===== config.mk =====
export PLATFORM = sky130hd
export DESIGN_NAME = score_history
export DESIGN_NICKNAME = d
export VERILOG_FILES = /design/src/rtl/score_history_pkg.sv /design/src/rtl/score_history_seq_divider.sv /design/src/rtl/score_history.sv
export SDC_FILE = /design/constraint.sdc
export NUM_CORES = 1
export LEC_CHECK = 0
export BUFFER_PORTS_ARGS = -buffer_cell sky130_fd_sc_hd__clkbuf_2
export CAP_MARGIN = 10
export CORE_ASPECT_RATIO = 0.8
export CORE_MARGIN = 2
export CORE_UTILIZATION = 50
export CTS_CLUSTER_DIAMETER = 120
export DETAILED_ROUTE_END_ITERATION = 10
export PLACE_DENSITY = 0.66
export SYNTH_ARGS = -nofsm -noshare
export SYNTH_HDL_FRONTEND = slang
export SYNTH_HIERARCHICAL = 1
export SYNTH_SLANG_ARGS = --single-unit

===== constraint.sdc =====
create_clock -name clk -period 4.3 [get_ports clk]
set_input_delay 0.645 -clock clk [delete_from_list [all_inputs] [get_ports clk]]
set_output_delay 0.645 -clock clk [all_outputs]
set_load 0.1 [all_outputs]

===== src/rtl/score_history_pkg.sv =====
// score_history_pkg
// Shared types and width helpers for the score history block.
//   state_e  : controller FSM states
//   calc_sw  : width of a per-channel running sum
//   calc_cw  : width of a history count (0..DEPTH)
//   calc_mw  : width of a channel select
//   calc_pw  : width of a ring-buffer pointer
package score_history_pkg;

    typedef enum logic [1:0] {
        ST_IDLE    = 2'd0,
        ST_UPDATE  = 2'd1,
        ST_DIV_WPM = 2'd2,
        ST_DIV_ACC = 2'd3
    } state_e;

    function automatic int calc_sw(input int w, input int depth);
        return w + $clog2(depth);
    endfunction

    function automatic int calc_cw(input int depth);
        return $clog2(depth) + 1;
    endfunction

    function automatic int calc_mw(input int nmode);
        return (nmode > 1) ? $clog2(nmode) : 1;
    endfunction

    function automatic int calc_pw(input int depth);
        return $clog2(depth);
    endfunction

endpackage


===== src/rtl/score_history_seq_divider.sv =====
// seq_divider
// Restoring serial unsigned divider, one quotient bit per cycle, SW cycles
// per division. The first step is taken in the start cycle directly from
// the operands; the final quotient is presented combinationally together
// with done_o in the last step cycle so the caller can capture it on that
// edge.
//   clk, rst      : clock, async active-low reset
//   start_i       : pulse, operands valid, begin division
//   dividend_i    : SW-bit dividend
//   divisor_i     : CW-bit divisor (never 0 when used)
//   quotient_o    : W-bit quotient, valid while done_o is high
//   done_o        : high during the last step cycle
module seq_divider #(
    parameter int SW = 13,
    parameter int CW = 4,
    parameter int W  = 10
) (
    input  logic          clk,
    input  logic          rst,
    input  logic          start_i,
    input  logic [SW-1:0] dividend_i,
    input  logic [CW-1:0] divisor_i,
    output logic [W-1:0]  quotient_o,
    output logic          done_o
);

    localparam int TW = $clog2(SW + 1);

    logic [CW-1:0] rem_q, rem_d;
    logic [SW-1:0] quo_q, quo_d;
    logic [TW-1:0] cnt_q, cnt_d;

    logic [CW-1:0] src_rem;
    logic [SW-1:0] src_quo;
    logic [CW:0]   shifted;
    logic          ge;
    logic [CW-1:0] diff;

    always_comb begin
        src_rem = start_i ? '0 : rem_q;
        src_quo = start_i ? dividend_i : quo_q;
        shifted = {src_rem, src_quo[SW-1]};
        ge      = shifted >= {1'b0, divisor_i};
        // When ge holds the true difference is below divisor, so the
        // CW-bit wrapped subtraction is exact.
        diff    = shifted[CW-1:0] - divisor_i;
        rem_d   = ge ? diff : shifted[CW-1:0];
        quo_d   = {src_quo[SW-2:0], ge};
        if (start_i) begin
            cnt_d = TW'(SW - 1);
        end else if (cnt_q != '0) begin
            cnt_d = cnt_q - TW'(1);
        end else begin
            cnt_d = '0;
        end
    end

    assign quotient_o = quo_d[W-1:0];
    assign done_o     = !start_i && (cnt_q == TW'(1));

    always_ff @(posedge clk or negedge rst) begin
        if (!rst) begin
            rem_q <= '0;
            quo_q <= '0;
            cnt_q <= '0;
        end else if (start_i || cnt_q != '0) begin
            rem_q <= rem_d;
            quo_q <= quo_d;
            cnt_q <= cnt_d;
        end
    end

endmodule


===== src/rtl/score_history.sv =====
// score_history
// Per game-mode history of typing results: last DEPTH {wpm,acc} entries,
// running sums, lifetime bests and moving averages.
//   clk, rst              : clock, async active-low reset
//   mode_sel              : channel for res_valid / clear
//   res_valid, res_wpm,   : one-cycle result pulse and values
//   res_acc
//   clear                 : wipe channel mode_sel (IDLE only)
//   rd_mode               : channel shown on the statistic outputs
//   busy, overrun         : update in progress / sticky dropped-result flag
//   wpm_best, acc_best,   : statistics of rd_mode (0 if rd_mode invalid)
//   wpm_avg, acc_avg, count
//
// state      | meaning
// ST_IDLE    | waiting for a result or clear
// ST_UPDATE  | write ring entry, update pointer/count/sums/bests
// ST_DIV_WPM | serial division wpm_sum / count
// ST_DIV_ACC | serial division acc_sum / count, averages written at end
module score_history
    import score_history_pkg::*;
#(
    parameter int W     = 10,
    parameter int DEPTH = 8,
    parameter int NMODE = 2
) (
    input  logic                        clk,
    input  logic                        rst,
    input  logic [calc_mw(NMODE)-1:0]   mode_sel,
    input  logic                        res_valid,
    input  logic [W-1:0]                res_wpm,
    input  logic [W-1:0]                res_acc,
    input  logic                        clear,
    input  logic [calc_mw(NMODE)-1:0]   rd_mode,
    output logic                        busy,
    output logic                        overrun,
    output logic [W-1:0]                wpm_best,
    output logic [W-1:0]                acc_best,
    output logic [W-1:0]                wpm_avg,
    output logic [W-1:0]                acc_avg,
    output logic [calc_cw(DEPTH)-1:0]   count
);

    localparam int MW = calc_mw(NMODE);
    localparam int SW = calc_sw(W, DEPTH);
    localparam int CW = calc_cw(DEPTH);
    localparam int PW = calc_pw(DEPTH);
    localparam logic [MW:0] NM_EXT = (MW + 1)'(NMODE);

    state_e         state_q, state_d;
    logic           start_q, start_d;
    logic [MW-1:0]  ch_q;
    logic [W-1:0]   nw_q, na_q, wq_tmp_q;
    logic           overrun_q;

    logic [W-1:0]   buf_w_q [NMODE][DEPTH];
    logic [W-1:0]   buf_a_q [NMODE][DEPTH];
    logic [PW-1:0]  ptr_q   [NMODE];
    logic [CW-1:0]  cnt_q   [NMODE];
    logic [SW-1:0]  wsum_q  [NMODE];
    logic [SW-1:0]  asum_q  [NMODE];
    logic [W-1:0]   wbest_q [NMODE];
    logic [W-1:0]   abest_q [NMODE];
    logic [W-1:0]   wavg_q  [NMODE];
    logic [W-1:0]   aavg_q  [NMODE];

    logic [MW:0]    sel_ext, rd_ext;
    logic           idle, sel_ok, rd_ok, accept, do_clear, drop;
    logic [PW-1:0]  wp;
    logic           full;
    logic [W-1:0]   evict_w, evict_a;
    logic [SW-1:0]  div_dividend;
    logic [CW-1:0]  div_divisor;
    logic [W-1:0]   div_quo;
    logic           div_done;

    assign sel_ext  = {1'b0, mode_sel};
    assign rd_ext   = {1'b0, rd_mode};
    assign sel_ok   = sel_ext < NM_EXT;
    assign rd_ok    = rd_ext < NM_EXT;
    assign idle     = (state_q == ST_IDLE);
    // clear has priority over a simultaneous result
    assign do_clear = idle && clear && sel_ok;
    assign accept   = idle && res_valid && sel_ok && !clear;
    assign drop     = !idle && res_valid && sel_ok;

    assign wp      = ptr_q[ch_q];
    assign full    = (cnt_q[ch_q] == CW'(DEPTH));
    assign evict_w = full ? buf_w_q[ch_q][wp] : '0;
    assign evict_a = full ? buf_a_q[ch_q][wp] : '0;

    assign div_dividend = (state_q == ST_DIV_ACC) ? asum_q[ch_q] : wsum_q[ch_q];
    assign div_divisor  = cnt_q[ch_q];

    seq_divider #(.SW(SW), .CW(CW), .W(W)) u_div (
        .clk        (clk),
        .rst        (rst),
        .start_i    (start_q),
        .dividend_i (div_dividend),
        .divisor_i  (div_divisor),
        .quotient_o (div_quo),
        .done_o     (div_done)
    );

    always_comb begin
        state_d = state_q;
        start_d = 1'b0;
        case (state_q)
            ST_IDLE:    if (accept) state_d = ST_UPDATE;
            ST_UPDATE: begin
                state_d = ST_DIV_WPM;
                start_d = 1'b1;
            end
            ST_DIV_WPM: if (div_done) begin
                state_d = ST_DIV_ACC;
                start_d = 1'b1;
            end
            ST_DIV_ACC: if (div_done) state_d = ST_IDLE;
            default:    state_d = ST_IDLE;
        endcase
    end

    always_ff @(posedge clk or negedge rst) begin
        if (!rst) begin
            state_q   <= ST_IDLE;
            start_q   <= 1'b0;
            ch_q      <= '0;
            nw_q      <= '0;
            na_q      <= '0;
            wq_tmp_q  <= '0;
            overrun_q <= 1'b0;
            for (int i = 0; i < NMODE; i++) begin
                ptr_q[i]   <= '0;
                cnt_q[i]   <= '0;
                wsum_q[i]  <= '0;
                asum_q[i]  <= '0;
                wbest_q[i] <= '0;
                abest_q[i] <= '0;
                wavg_q[i]  <= '0;
                aavg_q[i]  <= '0;
                for (int j = 0; j < DEPTH; j++) begin
                    buf_w_q[i][j] <= '0;
                    buf_a_q[i][j] <= '0;
                end
            end
        end else begin
            state_q <= state_d;
            start_q <= start_d;

            if (accept) begin
                ch_q <= mode_sel;
                nw_q <= res_wpm;
                na_q <= res_acc;
            end

            if (do_clear) begin
                overrun_q <= 1'b0;
            end else if (drop) begin
                overrun_q <= 1'b1;
            end

            if (do_clear) begin
                ptr_q[mode_sel]   <= '0;
                cnt_q[mode_sel]   <= '0;
                wsum_q[mode_sel]  <= '0;
                asum_q[mode_sel]  <= '0;
                wbest_q[mode_sel] <= '0;
                abest_q[mode_sel] <= '0;
                wavg_q[mode_sel]  <= '0;
                aavg_q[mode_sel]  <= '0;
            end

            if (state_q == ST_UPDATE) begin
                buf_w_q[ch_q][wp] <= nw_q;
                buf_a_q[ch_q][wp] <= na_q;
                ptr_q[ch_q]       <= wp + PW'(1);
                if (!full) cnt_q[ch_q] <= cnt_q[ch_q] + CW'(1);
                wsum_q[ch_q] <= wsum_q[ch_q] + SW'(nw_q) - SW'(evict_w);
                asum_q[ch_q] <= asum_q[ch_q] + SW'(na_q) - SW'(evict_a);
                if (nw_q > wbest_q[ch_q]) wbest_q[ch_q] <= nw_q;
                if (na_q > abest_q[ch_q]) abest_q[ch_q] <= na_q;
            end

            if (state_q == ST_DIV_WPM && div_done) begin
                wq_tmp_q <= div_quo;
            end

            // both averages land together so a channel never shows a
            // half-updated pair
            if (state_q == ST_DIV_ACC && div_done) begin
                wavg_q[ch_q] <= wq_tmp_q;
                aavg_q[ch_q] <= div_quo;
            end
        end
    end

    assign busy    = !idle;
    assign overrun = overrun_q;

    always_comb begin
        wpm_best = '0;
        acc_best = '0;
        wpm_avg  = '0;
        acc_avg  = '0;
        count    = '0;
        if (rd_ok) begin
            wpm_best = wbest_q[rd_mode];
            acc_best = abest_q[rd_mode];
            wpm_avg  = wavg_q[rd_mode];
            acc_avg  = aavg_q[rd_mode];
            count    = cnt_q[rd_mode];
        end
    end

endmodule


==> run summary <==
==============================================================================
CTS tree                                                                  done
Share of the synthesized area in the top cell type                       0.502
Startpoint Class                                                      register
Worst hold slack after final layout                                   0.125 ns
Non-filler cells in the finished layout                                  3,163
Die Outline Area                                                  53,900 sq um
Psw                                                                    12.1 mW
Switching power share of the total                                       0.437
I/O Buffers                                                                 71
Dominant cell type by area after synthesis                        sky130_fd_sc_hd__dfrtp_1
Result of the run                                                 finished clean
Clock sinks                                                                522
Violation count after the first detailed-routing iteration               1,608
Minimum setup slack after placement                                  -0.144 ns
Routed wire length                                                     72.1 mm
Leakage power of the design                                            14.2 nW
Count of maximum capacitance violations                                      0
Maximum clock insertion buffer count                                         3
Detail Route Antenna Nets                                                    0
Leading post-synthesis cells by instance count                    sky130_fd_sc_hd__dfrtp_1, sky130_fd_sc_hd__nand2_1, sky130_fd_sc_hd__mux2i_1
Maximum level of the CTS H-tree                                              2
Leading cell types by total area after synthesis                  sky130_fd_sc_hd__dfrtp_1, sky130_fd_sc_hd__mux2i_1, sky130_fd_sc_hd__mux2_2
Combinational group share of total power                                 0.549
Area of the mapped netlist                                        26,000 sq um
Synth-to-Final Area Change                                               15.3%
Setup skew after layout                                              0.0296 ns
Clock Power Share                                                        0.161
Largest net degree at the start of global routing                          104
Count of flip-flops with a built-in enable after synthesis                   0
Post-synthesis area per instance                                    11.2 sq um
Maximum vdd ir drop                                                   0.633 mV
Final period utilization                                                 0.988
Overall overflow remaining after global route                                0
Final worst-path setup slack                                         0.0510 ns
Critical path class                                               register to register
HPWL after detailed placement                                          46.7 mm
Number of warning messages in the yosys log                                  6
Most frequently used flop master after synthesis                  sky130_fd_sc_hd__dfrtp_1
Placement Rows                                                              74
Type of the worst min-delay path                                  input port to async pin
Power per standard cell area                                       922 nW/um^2
Initial Util                                                             0.508
Total routing resource utilization after global routing                  0.265
Buffer type at the clock tree root                                sky130_fd_sc_hd__clkbuf_16
Fill cell total of the finished layout                                   4,110
Library cell with the highest instance count after synthesis      sky130_fd_sc_hd__dfrtp_1
Library cells used by synthesis                                             62
Sequential share of power                                                0.291
Global-route wire length before repair                                  111 mm
Final-stage net count                                                    2,545
Length of the first detailed-routing pass in iterations                      5
Gate Count Post-Synth                                                    2,323
Critical path endpoint category                                       register
Initial antenna violation count                                              0
Crit path arrival time                                                 4.67 ns
Slew of the pin with the lowest slew margin                            1.01 ns
Yosys reg bits                                                             522
Proportion of layout cells with a drive suffix above 1                   0.233
Via count of the first global-routing pass                              19,100
Remaining design rule violation count                                        0
Cts bufs inserted                                                           51
Finish-stage setup viols                                                     0
Headroom to the max-slew limit                                           0.329
Std-Cell Core Area                                                51,200 sq um
Largest fanout of any net on the critical path                               8
Final worst path period need                                           4.25 ns
Fmax achieved                                                          235 MHz
Die span in y                                                           208 um
Routed WL per cell                                                     22.8 um
Slew Limit Fails                                                             0
Setup repair after global routing missed its margin                        yes
Cell-internal power                                                    15.6 mW
Post-Syn Nets                                                            2,428
Clock slew at reported path FFs                                        0.06 ns
Via/cell ratio                                                            5.95
Clock latency reported for the late side of the worst-skew pair        0.59 ns
Required time of the critical path                                     4.72 ns
Routability congestion estimate from global placement                    0.859
Async set or reset register ratio after synthesis                         1.00
Number of primary I/O pins                                                  72
Cell count after placement                                               3,055
Hold Vio Cnt, Final                                                          0
Horizontal die dimension                                                259 um
Sequential-to-total area share from yosys stat                           0.502
Vias after detailed routing                                             18,800
==============================================================================
[layout make-up]
cell class | count | area, sq um | area share
clock buffer | 77 | 1510 | 0.0502
timing repair buffer | 237 | 1980 | 0.0659
clock inverter | 14 | 139 | 0.00463
tap | 684 | 856 | 0.0285
sequential | 522 | 13100 | 0.436
multi-input combinational | 1544 | 12100 | 0.404
inverter | 84 | 320 | 0.0107
antenna | 1 | 2.50 | 0.0000834
[final timing paths]
check	end	slack, ns	cells past startpoint	from
max in group asynchronous	abest_q[11]$_DFF_PN0_	3.10	2	rst
worst min-delay path	wavg_q[0]$_DFF_PN0_	0.12	1	rst
worst max register to register	wsum_q[9]$_DFF_PN0_	0.05	19	ch_q$_DFFE_PN0P_
worst max-delay path	wsum_q[9]$_DFF_PN0_	0.05	19	ch_q$_DFFE_PN0P_
min in group clk	nw_q[8]$_DFFE_PN0P_	0.29	2	res_wpm[8]
worst min register to register	buf_a_q[130]$_DFFE_PN0P_	0.48	1	buf_a_q[130]$_DFFE_PN0P_
[kinds of logic (layout without fill, tap and decap cells)]
| group | count (synthesis) | after routing | synth area share |
|---|---|---|---|
| flip-flops | 522 | 522 | 0.502 |
| AO/OA/AOI/OAI | 429 | 429 | 0.0971 |
| AND/OR/NAND/NOR | 478 | 478 | 0.0816 |
| buffers and inverters | 257 | 412 | 0.0442 |
| other | 0 | 1 | 0 |
| adder cells (fa/ha/maj) | 79 | 79 | 0.0441 |
| XOR/XNOR | 28 | 28 | 0.00943 |
| multiplexers | 530 | 530 | 0.221 |
[per-layer routing]
| metal | part of all wire | wire length [um] | track usage | up-vias |
|---|---|---|---|---|
| met5 | 0 | 0 | 0 | - |
| li1 | - | - | - | 8446 |
| met4 | 0.021 | 1530 | 0.0610 | 0 |
| met1 | 0.46 | 33200 | 0.396 | 9706 |
| met3 | 0.056 | 4060 | 0.0314 | 103 |
| met2 | 0.46 | 33400 | 0.414 | 568 |
[state kept, by name, indices dropped and copies added (netlist names), 2 cells and up]
| signal | flops |
|---|---|
| wavg_q | 20 |
| ptr_q | 6 |
| asum_q | 26 |
| na_q | 10 |
| buf_a_q | 160 |
| nw_q | 10 |
| u_div/rem_q | 4 |
| abest_q | 20 |
| aavg_q | 20 |
| u_div/quo_q | 13 |
| state_q | 2 |
| cnt_q | 8 |
| wsum_q | 26 |
| u_div/cnt_q | 4 |
| wbest_q | 20 |
| buf_w_q | 160 |
| wq_tmp_q | 10 |
[cell usage in the layout (no fill, tap or decap), types with 10 or more instances in the layout]
cell	netlist	routed
sky130_fd_sc_hd__a21o_1	16	16
sky130_fd_sc_hd__a21oi_1	86	76
sky130_fd_sc_hd__a21oi_2	0	10
sky130_fd_sc_hd__a22o_1	40	40
sky130_fd_sc_hd__buf_12	0	18
sky130_fd_sc_hd__buf_4	19	134
sky130_fd_sc_hd__clkbuf_1	86	14
sky130_fd_sc_hd__clkbuf_16	0	56
sky130_fd_sc_hd__clkbuf_2	0	70
sky130_fd_sc_hd__clkbuf_8	0	11
sky130_fd_sc_hd__clkinv_1	20	20
sky130_fd_sc_hd__dfrtp_1	522	520
sky130_fd_sc_hd__fa_1	21	20
sky130_fd_sc_hd__ha_1	58	48
sky130_fd_sc_hd__inv_1	62	59
sky130_fd_sc_hd__mux2_1	130	130
sky130_fd_sc_hd__mux2_2	182	182
sky130_fd_sc_hd__mux2i_1	211	206
sky130_fd_sc_hd__nand2_1	267	267
sky130_fd_sc_hd__nand3_1	70	69
sky130_fd_sc_hd__nor2_1	54	50
sky130_fd_sc_hd__nor2b_1	15	15
sky130_fd_sc_hd__nor4_2	1	11
sky130_fd_sc_hd__o21ai_0	56	51
sky130_fd_sc_hd__o21ai_1	138	141
sky130_fd_sc_hd__o22ai_1	55	53
sky130_fd_sc_hd__xnor2_1	13	13
sky130_fd_sc_hd__xor2_1	15	15
[timing repair]
| item | 4_1_cts | 5_1_grt |
|---|---|---|
| hold buffers | 0 | 0 |
| gates cloned | 0 | 5 |
| setup buffers | 0 | 11 |
| resized for setup | 4 | 61 |
| setup endpoints to repair | 14 | 26 |
| pin swaps | 0 | 25 |
[worst max-delay path: stages, from the launching register on]
cell and delay (ns):
sky130_fd_sc_hd__dfrtp_4 0.50, sky130_fd_sc_hd__mux2i_4 0.22, sky130_fd_sc_hd__clkinv_4 0.20, sky130_fd_sc_hd__buf_6 0.19, sky130_fd_sc_hd__clkbuf_16 0.17, sky130_fd_sc_hd__buf_4 0.14
sky130_fd_sc_hd__mux2i_1 0.17, sky130_fd_sc_hd__o22ai_1 0.10, sky130_fd_sc_hd__nor4_1 0.33, sky130_fd_sc_hd__buf_4 0.19, sky130_fd_sc_hd__nor2_1 0.05, sky130_fd_sc_hd__fa_1 0.48
sky130_fd_sc_hd__inv_1 0.06, sky130_fd_sc_hd__ha_4 0.27, sky130_fd_sc_hd__buf_6 0.11, sky130_fd_sc_hd__nand4_1 0.14, sky130_fd_sc_hd__a21oi_2 0.28, sky130_fd_sc_hd__a311oi_2 0.15
sky130_fd_sc_hd__xor2_1 0.23, sky130_fd_sc_hd__o21ai_0 0.11
[power groups by stage]
stage | Clock (mW) | Combinational, mW | Sequential, mW
after floorplan | 0 | 9.72 | 7.56
after global placement | 0 | 13.5 | 7.96
after detailed placement | 0 | 13.9 | 8.06
after CTS | 4.52 | 14.0 | 7.99
after global routing | 4.74 | 16.3 | 8.25
final | 4.44 | 15.2 | 8.03
[stage by stage]
| step | util | TNS (ns) | total power, mW | instance area (sq um) |
|---|---|---|---|---|
| global placement | 0.544 | -0.158 | 21.5 | 27800 |
| CTS | 0.576 | 0 | 26.5 | 29500 |
| global route | 0.586 | -0.668 | 29.3 | 30000 |
| floorplan | - | 0 | 17.3 | 26000 |
| finish | 0.586 | 0 | 27.6 | 30000 |
| detailed placement | 0.544 | -0.435 | 22.0 | 27800 |
Power figures use the tool's default switching activity.
